==> src/rtl/dmem_arbiter_if.sv <==
// Bus bundle between the two data-memory requesters, the arbiter and the datamemory block.
// Valid/ready semantics: a transfer happens on a rising edge where rN_req & rN_gnt; while req is high and gnt low the requester holds we/addr/wdata stable.
interface dmem_arbiter_if #(
    parameter int AW = 8,
    parameter int DW = 8
);
    logic          r0_req;
    logic          r0_we;
    logic [AW-1:0] r0_addr;
    logic [DW-1:0] r0_wdata;
    logic          r0_gnt;
    logic [DW-1:0] r0_rdata;
    logic          r0_valid;

    logic          r1_req;
    logic          r1_we;
    logic [AW-1:0] r1_addr;
    logic [DW-1:0] r1_wdata;
    logic          r1_gnt;
    logic [DW-1:0] r1_rdata;
    logic          r1_valid;

    logic [AW-1:0] mem_addr;
    logic [DW-1:0] mem_wdata;
    logic          mem_wren;
    logic [DW-1:0] mem_rdata;
    logic          cpu_stall;

    // Arbiter view.
    modport slave (
        input  r0_req, r0_we, r0_addr, r0_wdata,
        input  r1_req, r1_we, r1_addr, r1_wdata,
        input  mem_rdata,
        output r0_gnt, r0_rdata, r0_valid,
        output r1_gnt, r1_rdata, r1_valid,
        output mem_addr, mem_wdata, mem_wren, cpu_stall
    );

    // Requesters plus datamemory view.
    modport master (
        output r0_req, r0_we, r0_addr, r0_wdata,
        output r1_req, r1_we, r1_addr, r1_wdata,
        output mem_rdata,
        input  r0_gnt, r0_rdata, r0_valid,
        input  r1_gnt, r1_rdata, r1_valid,
        input  mem_addr, mem_wdata, mem_wren, cpu_stall
    );
endinterface

==> src/rtl/dmem_arbiter.sv <==
// Two-port arbiter for the single-port data memory: CPU (port 0) has priority,
// the debug/IO loader (port 1) is guaranteed a slot after MAX_BURST CPU grants.
module dmem_arbiter #(
    parameter int AW        = 8,
    parameter int DW        = 8,
    parameter int MAX_BURST = 4
) (
    input  logic           clk,
    input  logic           rst_n,
    dmem_arbiter_if.slave  bus,
    output logic [1:0]     o_dbg_state,
    output logic [3:0]     o_dbg_burst_cnt
);

    typedef enum logic [1:0] {
        IDLE = 2'd0,
        OWN0 = 2'd1,
        OWN1 = 2'd2
    } state_t;

    localparam logic [3:0] BURST_MAX = 4'(MAX_BURST);

    state_t        r_state;
    state_t        w_state_nxt;
    logic [3:0]    r_burst_cnt;
    logic          w_fair;
    logic          w_gnt0;
    logic          w_gnt1;
    logic [DW-1:0] r_rdata0;
    logic [DW-1:0] r_rdata1;
    logic          r_valid0;
    logic          r_valid1;

    assign w_fair = bus.r1_req && (r_burst_cnt == BURST_MAX);

    // Ungated grant feeds the internal flops; reset only gates the visible outputs,
    // so the flops already hold their reset values while rst_n is low.
    always_comb begin
        w_gnt0 = 1'b0;
        w_gnt1 = 1'b0;
        if (w_fair) begin
            w_gnt1 = 1'b1;
        end else if (bus.r0_req) begin
            w_gnt0 = 1'b1;
        end else if (bus.r1_req) begin
            w_gnt1 = 1'b1;
        end
    end

    assign bus.r0_gnt    = w_gnt0 & rst_n;
    assign bus.r1_gnt    = w_gnt1 & rst_n;
    assign bus.cpu_stall = bus.r0_req & ~bus.r0_gnt;

    assign bus.mem_addr  = w_gnt1 ? bus.r1_addr  : bus.r0_addr;
    assign bus.mem_wdata = w_gnt1 ? bus.r1_wdata : bus.r0_wdata;
    assign bus.mem_wren  = rst_n & ((w_gnt0 & bus.r0_we) | (w_gnt1 & bus.r1_we));

    always_comb begin
        w_state_nxt = IDLE;
        if (w_gnt0) begin
            w_state_nxt = OWN0;
        end else if (w_gnt1) begin
            w_state_nxt = OWN1;
        end
    end

    always_ff @(posedge clk or negedge rst_n) begin
        if (!rst_n) begin
            r_state <= IDLE;
        end else begin
            r_state <= w_state_nxt;
        end
    end

    // Counts CPU grants that made port 1 wait; saturates at the burst limit.
    always_ff @(posedge clk or negedge rst_n) begin
        if (!rst_n) begin
            r_burst_cnt <= 4'd0;
        end else if (!bus.r1_req || w_gnt1) begin
            r_burst_cnt <= 4'd0;
        end else if (w_gnt0 && (r_burst_cnt < BURST_MAX)) begin
            r_burst_cnt <= r_burst_cnt + 4'd1;
        end
    end

    always_ff @(posedge clk or negedge rst_n) begin
        if (!rst_n) begin
            r_rdata0 <= '0;
            r_valid0 <= 1'b0;
            r_rdata1 <= '0;
            r_valid1 <= 1'b0;
        end else begin
            r_valid0 <= w_gnt0 & ~bus.r0_we;
            r_valid1 <= w_gnt1 & ~bus.r1_we;
            if (w_gnt0 && !bus.r0_we) begin
                r_rdata0 <= bus.mem_rdata;
            end
            if (w_gnt1 && !bus.r1_we) begin
                r_rdata1 <= bus.mem_rdata;
            end
        end
    end

    assign bus.r0_rdata = r_rdata0;
    assign bus.r0_valid = r_valid0;
    assign bus.r1_rdata = r_rdata1;
    assign bus.r1_valid = r_valid1;

    assign o_dbg_state     = r_state;
    assign o_dbg_burst_cnt = r_burst_cnt;

endmodule
==> src/flat_wrapper.sv <==
// flat-port wrapper written by rule: the top's interface ports become plain ports
module dmem_arbiter_flat 
#(
    parameter int AW        = 8,
    parameter int DW        = 8,
    parameter int MAX_BURST = 4
)
  (clk, rst_n, o_dbg_state, o_dbg_burst_cnt, bus_r0_req, bus_r0_we, bus_r0_addr, bus_r0_wdata, bus_r1_req, bus_r1_we, bus_r1_addr, bus_r1_wdata, bus_mem_rdata, bus_r0_gnt, bus_r0_rdata, bus_r0_valid, bus_r1_gnt, bus_r1_rdata, bus_r1_valid, bus_mem_addr, bus_mem_wdata, bus_mem_wren, bus_cpu_stall);
  dmem_arbiter_if #(.AW(AW), .DW(DW)) bus_i ();
  input  logic clk;
  input  logic rst_n;
  output logic [1:0] o_dbg_state;
  output logic [3:0] o_dbg_burst_cnt;
  input wire logic [$bits(bus_i.r0_req)-1:0] bus_r0_req;
  input wire logic [$bits(bus_i.r0_we)-1:0] bus_r0_we;
  input wire logic [$bits(bus_i.r0_addr)-1:0] bus_r0_addr;
  input wire logic [$bits(bus_i.r0_wdata)-1:0] bus_r0_wdata;
  input wire logic [$bits(bus_i.r1_req)-1:0] bus_r1_req;
  input wire logic [$bits(bus_i.r1_we)-1:0] bus_r1_we;
  input wire logic [$bits(bus_i.r1_addr)-1:0] bus_r1_addr;
  input wire logic [$bits(bus_i.r1_wdata)-1:0] bus_r1_wdata;
  input wire logic [$bits(bus_i.mem_rdata)-1:0] bus_mem_rdata;
  output wire logic [$bits(bus_i.r0_gnt)-1:0] bus_r0_gnt;
  output wire logic [$bits(bus_i.r0_rdata)-1:0] bus_r0_rdata;
  output wire logic [$bits(bus_i.r0_valid)-1:0] bus_r0_valid;
  output wire logic [$bits(bus_i.r1_gnt)-1:0] bus_r1_gnt;
  output wire logic [$bits(bus_i.r1_rdata)-1:0] bus_r1_rdata;
  output wire logic [$bits(bus_i.r1_valid)-1:0] bus_r1_valid;
  output wire logic [$bits(bus_i.mem_addr)-1:0] bus_mem_addr;
  output wire logic [$bits(bus_i.mem_wdata)-1:0] bus_mem_wdata;
  output wire logic [$bits(bus_i.mem_wren)-1:0] bus_mem_wren;
  output wire logic [$bits(bus_i.cpu_stall)-1:0] bus_cpu_stall;
  assign bus_i.r0_req = bus_r0_req;
  assign bus_i.r0_we = bus_r0_we;
  assign bus_i.r0_addr = bus_r0_addr;
  assign bus_i.r0_wdata = bus_r0_wdata;
  assign bus_i.r1_req = bus_r1_req;
  assign bus_i.r1_we = bus_r1_we;
  assign bus_i.r1_addr = bus_r1_addr;
  assign bus_i.r1_wdata = bus_r1_wdata;
  assign bus_i.mem_rdata = bus_mem_rdata;
  assign bus_r0_gnt = bus_i.r0_gnt;
  assign bus_r0_rdata = bus_i.r0_rdata;
  assign bus_r0_valid = bus_i.r0_valid;
  assign bus_r1_gnt = bus_i.r1_gnt;
  assign bus_r1_rdata = bus_i.r1_rdata;
  assign bus_r1_valid = bus_i.r1_valid;
  assign bus_mem_addr = bus_i.mem_addr;
  assign bus_mem_wdata = bus_i.mem_wdata;
  assign bus_mem_wren = bus_i.mem_wren;
  assign bus_cpu_stall = bus_i.cpu_stall;
  dmem_arbiter #(.AW(AW), .DW(DW), .MAX_BURST(MAX_BURST)) u_core (.clk(clk), .rst_n(rst_n), .bus(bus_i), .o_dbg_state(o_dbg_state), .o_dbg_burst_cnt(o_dbg_burst_cnt));
endmodule
==> config.mk <==
export PLATFORM = sky130hd
export DESIGN_NAME = dmem_arbiter_flat
export DESIGN_NICKNAME = d
export VERILOG_FILES = /design/src/rtl/dmem_arbiter_if.sv /design/src/rtl/dmem_arbiter.sv /design/src/flat_wrapper.sv
export SDC_FILE = /design/constraint.sdc
export NUM_CORES = 1
export LEC_CHECK = 0
export CAP_MARGIN = 20
export CORE_MARGIN = 2
export CORE_UTILIZATION = 35
export DETAILED_ROUTE_END_ITERATION = 6
export PLACE_DENSITY = 0.92
export SETUP_SLACK_MARGIN = 0.1
export SLEW_MARGIN = 20
export SYNTH_ARGS = -nofsm -noshare
export SYNTH_HDL_FRONTEND = slang
export SYNTH_SLANG_ARGS = --single-unit
==> constraint.sdc <==
create_clock -name clk -period 4.03 [get_ports clk]
set_input_delay 1.0075 -clock clk [delete_from_list [all_inputs] [get_ports clk]]
set_output_delay 1.0075 -clock clk [all_outputs]
set_load 0.01 [all_outputs]
==> out/metrics.csv, run 1 <==
metric;value;unit
wl;3.64;mm
die_area;4020;um2
cts-root-buf;clkbuf_4;
cts_max_level;1;
synth_fp_nets;136;
gp_congestion;0.714;
drtIter0Drc;24;
syn_to_final_growth;81.9;%
avgSynthCellArea;14.0;um2
fin_setup_tns;0;ps
ys_seq_elements;24;
holdBufCountCts;0;
numPortBuffers;89;
grt_pass1_wl;5.86;mm
final_nets;231;
antenna_found_initial;0;
diodes;0;
drc;0;
fin_crit_sh;94.6;%
worstHoldPathType;reg2reg;
die_h;63.4;um
synth_top_area_share;48.7;%
grtUsageTotal;18.8;%
clkLatencyLatePin;300;ps
maxSlewHeadroom;76.2;%
p_leak;0.000943;uW
io_pins;90;
ant_nets;0;
required;3020;ps
die_width;63.4;um
utilization;66.7;%
worstPathArrival;2800;ps
status;complete, no violations;
initial_core_util;36.7;%
clock_sinks;24;
crit_path_end_kind;output port;
critPathLaunchType;input pin;
path_max_fanout;18;
synthCells;88;
wl_per_cell;15.9;um
async_flop_share;100;%
synth_seq_area_share;48.7;%
crit_type;in2out;
grt_pass1_vias;1147;
synthesis.area;1230;um2
hpwl;2.92;mm
cts_tree;built;
grt-ovfl-total;0;
clock_path_buffers;2;
ctsResizeCount;0;
rows;21;
vias_per_cell;4.54;
yosys_warnings;0;
rsz0062_at_grt;false;
ys_types;23;
first_pass_iters;4;
vias;1034;
post_cts_buffers;0;
numCtsBuffers;3;
setup_violations;0;
drive_gt1_share;24.2;%
synth_area_leaders;dfrtp_1, mux2_2, mux2_4;
max_freq;262;MHz
fin_skew;2.85;ps
synth_area_leader_cell;dfrtp_1;
clk_pin_slew;120;ps
hold_viol_final;0;
fin_crit;3810;ps
fill_cells;269;
irDropWorstVdd;0.000385;V
synth_edf_count;0;
cap_violations;0;
worst_pin_slew;357;ps
pwr_density_cell;307;nW/um2
drv_slew;0;
grt_max_degree;25;
synthFlopType;dfrtp_1;
core;3360;um2
synth_commonest_cells;dfrtp_1, mux2_2, mux2_4, inv_1;
[final cells by class]
cell class	instances	area, um2	area share [%]
timing repair buffer	92	926	41.2
sequential	24	601	26.8
multi-input combinational	57	589	26.3
tap	46	57.6	2.56
clock inverter	1	30.0	1.34
clock buffer	3	22.5	1.00
inverter	5	18.8	0.836
[logic make-up (layout without fill, tap and decap cells)]
| logic type | count (synthesis) | in the layout | synth area share [%] |
|---|---|---|---|
| mux | 33 | 33 | 32.5 |
| flops | 24 | 24 | 48.7 |
| simple gates | 16 | 16 | 8.52 |
| fa+ha+maj | 2 | 2 | 2.03 |
| buf+inv | 7 | 101 | 3.55 |
| compound gates | 5 | 5 | 4.06 |
| xor+xnor | 1 | 1 | 0.710 |
[path summary, 6_finish.rpt]
| kind | slack, ps | endpoint | depth (start not counted) | from |
|---|---|---|---|---|
| setup / recovery | 220 | bus_mem_addr[1] | 5 | bus_r1_req |
| hold / removal | 520 | u_core.bus.r1_rdata[7]$_DFFE_PN0P_ | 1 | u_core.bus.r1_rdata[7]$_DFFE_PN0P_ |
| setup reg to reg | 2270 | u_core.bus.r1_rdata[6]$_DFFE_PN0P_ | 5 | u_core.o_dbg_burst_cnt[0]$_DFFE_PN0P_ |
| hold reg to reg | 520 | u_core.bus.r1_rdata[7]$_DFFE_PN0P_ | 1 | u_core.bus.r1_rdata[7]$_DFFE_PN0P_ |
| max in group asynchronous | 2580 | u_core.bus.r0_rdata[4]$_DFFE_PN0P_ | 2 | rst_n |
| min in group asynchronous | 1200 | u_core.bus.r0_rdata[2]$_DFFE_PN0P_ | 2 | rst_n |
[stage by stage]
step / hold WS [ps] / total power, uW / setup slack, ps / area (um2) / instances
after floorplan: 550 / 374 / 1080 / 1230 / 88
after global placement: 487 / 518 / 264 / 2190 / 224
after detailed placement: 498 / 527 / 214 / 2190 / 224
after CTS: 526 / 697 / 210 / 2240 / 228
after global routing: 537 / 723 / 135 / 2240 / 228
final: 520 / 688 / 218 / 2240 / 228
[sequential cells by signal, indices dropped and copies added (netlist names)]
register	count
u_core.o_dbg_burst_cnt	4
u_core.bus.r0_rdata	8
u_core.bus.r0_valid	1
u_core.o_dbg_state	2
u_core.bus.r1_valid	1
u_core.bus.r1_rdata	8
[cell usage in the layout, fill, tap and decap left out]
master	instances
and3_1	2
inv_1	5
mux2_4	8
nand3_1	2
nand3b_4	1
clkbuf_4	3
a21oi_1	2
mux2_2	24
buf_4	2
clkdlybuf4s50_1	89
nor2_1	3
bufinv_16	1
mux2i_1	1
buf_12	1
ha_1	2
xnor2_1	1
o21ai_0	1
nor2b_1	1
dfrtp_1	24
nand4b_1	1
nand2b_1	1
and2_2	1
nand2_1	3
a21boi_4	1
nand3b_2	1
a21oi_4	1
[worst max-delay path, stage by stage]
cell and delay (ps):
clkdlybuf4s50_1 550, a21boi_4 220, buf_12 180, mux2_2 360, clkdlybuf4s50_1 480
[metal layers]
layer / GRT usage, % / share of wire (%) / up-vias
li1: - / - / 496
met1: 20.8 / 39 / 507
met2: 36.4 / 57 / 27
met3: 4.82 / 3.4 / 4
met4: 2.72 / 0.63 / 0
met5: 0 / 0 / -
[power by group]
group,internal (uW),switching [uW],leakage [uW]
logic,157,78.2,0.000621
registers,270,15.0,0.000294
clock network,100,67.4,0.0000279
Note: power is estimated with default switching activity, not from simulation.
==> run 2, diff against run 1 <==
Settings changed: MAX_ROUTING_LAYER set to met4.
==> run 2 against run 1 <==
Clock skew shrank 1.5 ps. Worst setup slack got worse by 1.9 ps. Fmax hardly changed. Sequential power is essentially flat. Highest routed layer unchanged. Flip-flop and latch count did not move. Routed wire length decreased by 0.17%. Largest cell class unchanged. Cell count unchanged. Utilization is the same. Clock power hardly changed. First-iteration DRC count is the same. Critical path type unchanged.
==> out/metrics.csv, run 2 (synthesis gave the netlist of run 1 again) <==
metric;value;unit
fin_setup_tns;0;ps
crit_path_end_kind;output port;
slowest_delay;550;ps
clock_path_buffers;2;
hpwl;2.92;mm
rows;21;
cp-startpoint;bus_r1_req;
initial_core_util;36.7;%
r2r_start;u_core.o_dbg_burst_cnt[0]$_DFFE_PN0P_;
first_pass_iters;4;
die_area;4020;um2
use_met3;4.82;%
cts_tree;built;
fin_crit_sh;94.6;%
required;3020;ps
finalNonFillerCells;228;
pwr_density_cell;307;nW/um2
hold_viol_final;0;
mostFrequentLayoutCells;clkdlybuf4s50_1, mux2_2, dfrtp_1;
post_cts_buffers;0;
final_common_cell;clkdlybuf4s50_1;
place_inst;224;
worst_pin_slew;357;ps
vias;1037;
p_leak;0.000943;uW
cts-root-buf;clkbuf_4;
cap_violations;0;
critPathLaunchType;input pin;
clk_pin_slew;120;ps
use_met1;21.2;%
drv_slew;0;
grt_pass1_wl;5.90;mm
gp_congestion;0.722;
core;3360;um2
utilization;66.7;%
drc;0;
vias_per_cell;4.55;
wl;3.63;mm
io_pins;90;
grt_max_degree;25;
antenna_found_initial;0;
drtIter0Drc;24;
ant_nets;0;
diodes;0;
clock_sinks;24;
fin_skew;1.30;ps
holdCritStartpoint;u_core.bus.r1_rdata[7]$_DFFE_PN0P_;
grt_pass1_vias;1140;
rsz0062_at_grt;false;
die_width;63.4;um
grtUsageTotal;19.5;%
fin_crit;3810;ps
cp_cell_sequence;clkdlybuf4s50_1 -> a21boi_4 -> buf_12 -> mux2_2 -> clkdlybuf4s50_1;
final_nets;231;
setup_ws;216;ps
numCtsBuffers;3;
syn_to_final_growth;81.9;%
setup_violations;0;
irDropWorstVdd;0.000387;V
dpl_worst_slack;214;ps
maxSlewHeadroom;76.1;%
crit_type;in2out;
grt-ovfl-total;0;
holdBufCountCts;0;
max_freq;262;MHz
cts_max_level;1;
ctsResizeCount;0;
die_h;63.4;um
clkLatencyLatePin;300;ps
drive_gt1_share;24.2;%
worstHoldPathType;reg2reg;
worstPathArrival;2810;ps
busiest_layer;met2;
critPathMostFrequentCell;clkdlybuf4s50_1;
wl_per_cell;15.9;um
status;complete, no violations;
grtUsageMet2;36.6;%
numPortBuffers;89;
critPathSlowestCell;clkdlybuf4s50_1;
path_max_fanout;18;
[run 2: cell counts in the layout (fill, tap and decap cells not counted)]
No cell type changed its count.
[run 2: layer usage]
metal / share of wire [%] / up-vias
li1: - / 498
met1: 39 / 510
met2: 57 / 27
met3: 3.6 / 2
met4: 0.28 / 0
met5: 0 / -
[run 2: final timing paths]
check                                                endpoint  slack, ps  depth (start not counted)
max                                           bus_mem_addr[1]        220                          5
min                        u_core.bus.r1_rdata[7]$_DFFE_PN0P_        520                          1
max reg2reg                u_core.bus.r1_rdata[6]$_DFFE_PN0P_       2260                          5
min reg2reg                u_core.bus.r1_rdata[7]$_DFFE_PN0P_        520                          1
max in group asynchronous  u_core.bus.r0_rdata[4]$_DFFE_PN0P_       2590                          2
min in group asynchronous  u_core.bus.r0_rdata[2]$_DFFE_PN0P_       1200                          2
[run 2: per-stage QoR]
stage               hold slack (ps)  area (um2)  power (uW)
finish                          521        2240         689
floorplan                       550        1230         374
CTS                             526        2240         697
global route                    537        2240         723
detailed placement              498        2190         527
global placement                487        2190         518
[run 2: critical path: cells and delay by family]
kind | cells | cell delay, ps
compound gates | 1 | 220
buf+inv | 3 | 1210
mux | 1 | 360
[run 2: where the power goes]
part / internal [uW] / switching, uW
Sequential: 270 / 15.0
Clock: 100 / 68.1
Combinational: 157 / 78.2
[run 2: final cells by class]
cell class	count	area [um2]
Sequential cell	24	601
Multi-Input combinational cell	57	589
Fill cell	269	1120
Tap cell	46	57.6
Clock buffer	3	22.5
Timing Repair Buffer	92	926
Inverter	5	18.8
Clock inverter	1	30.0
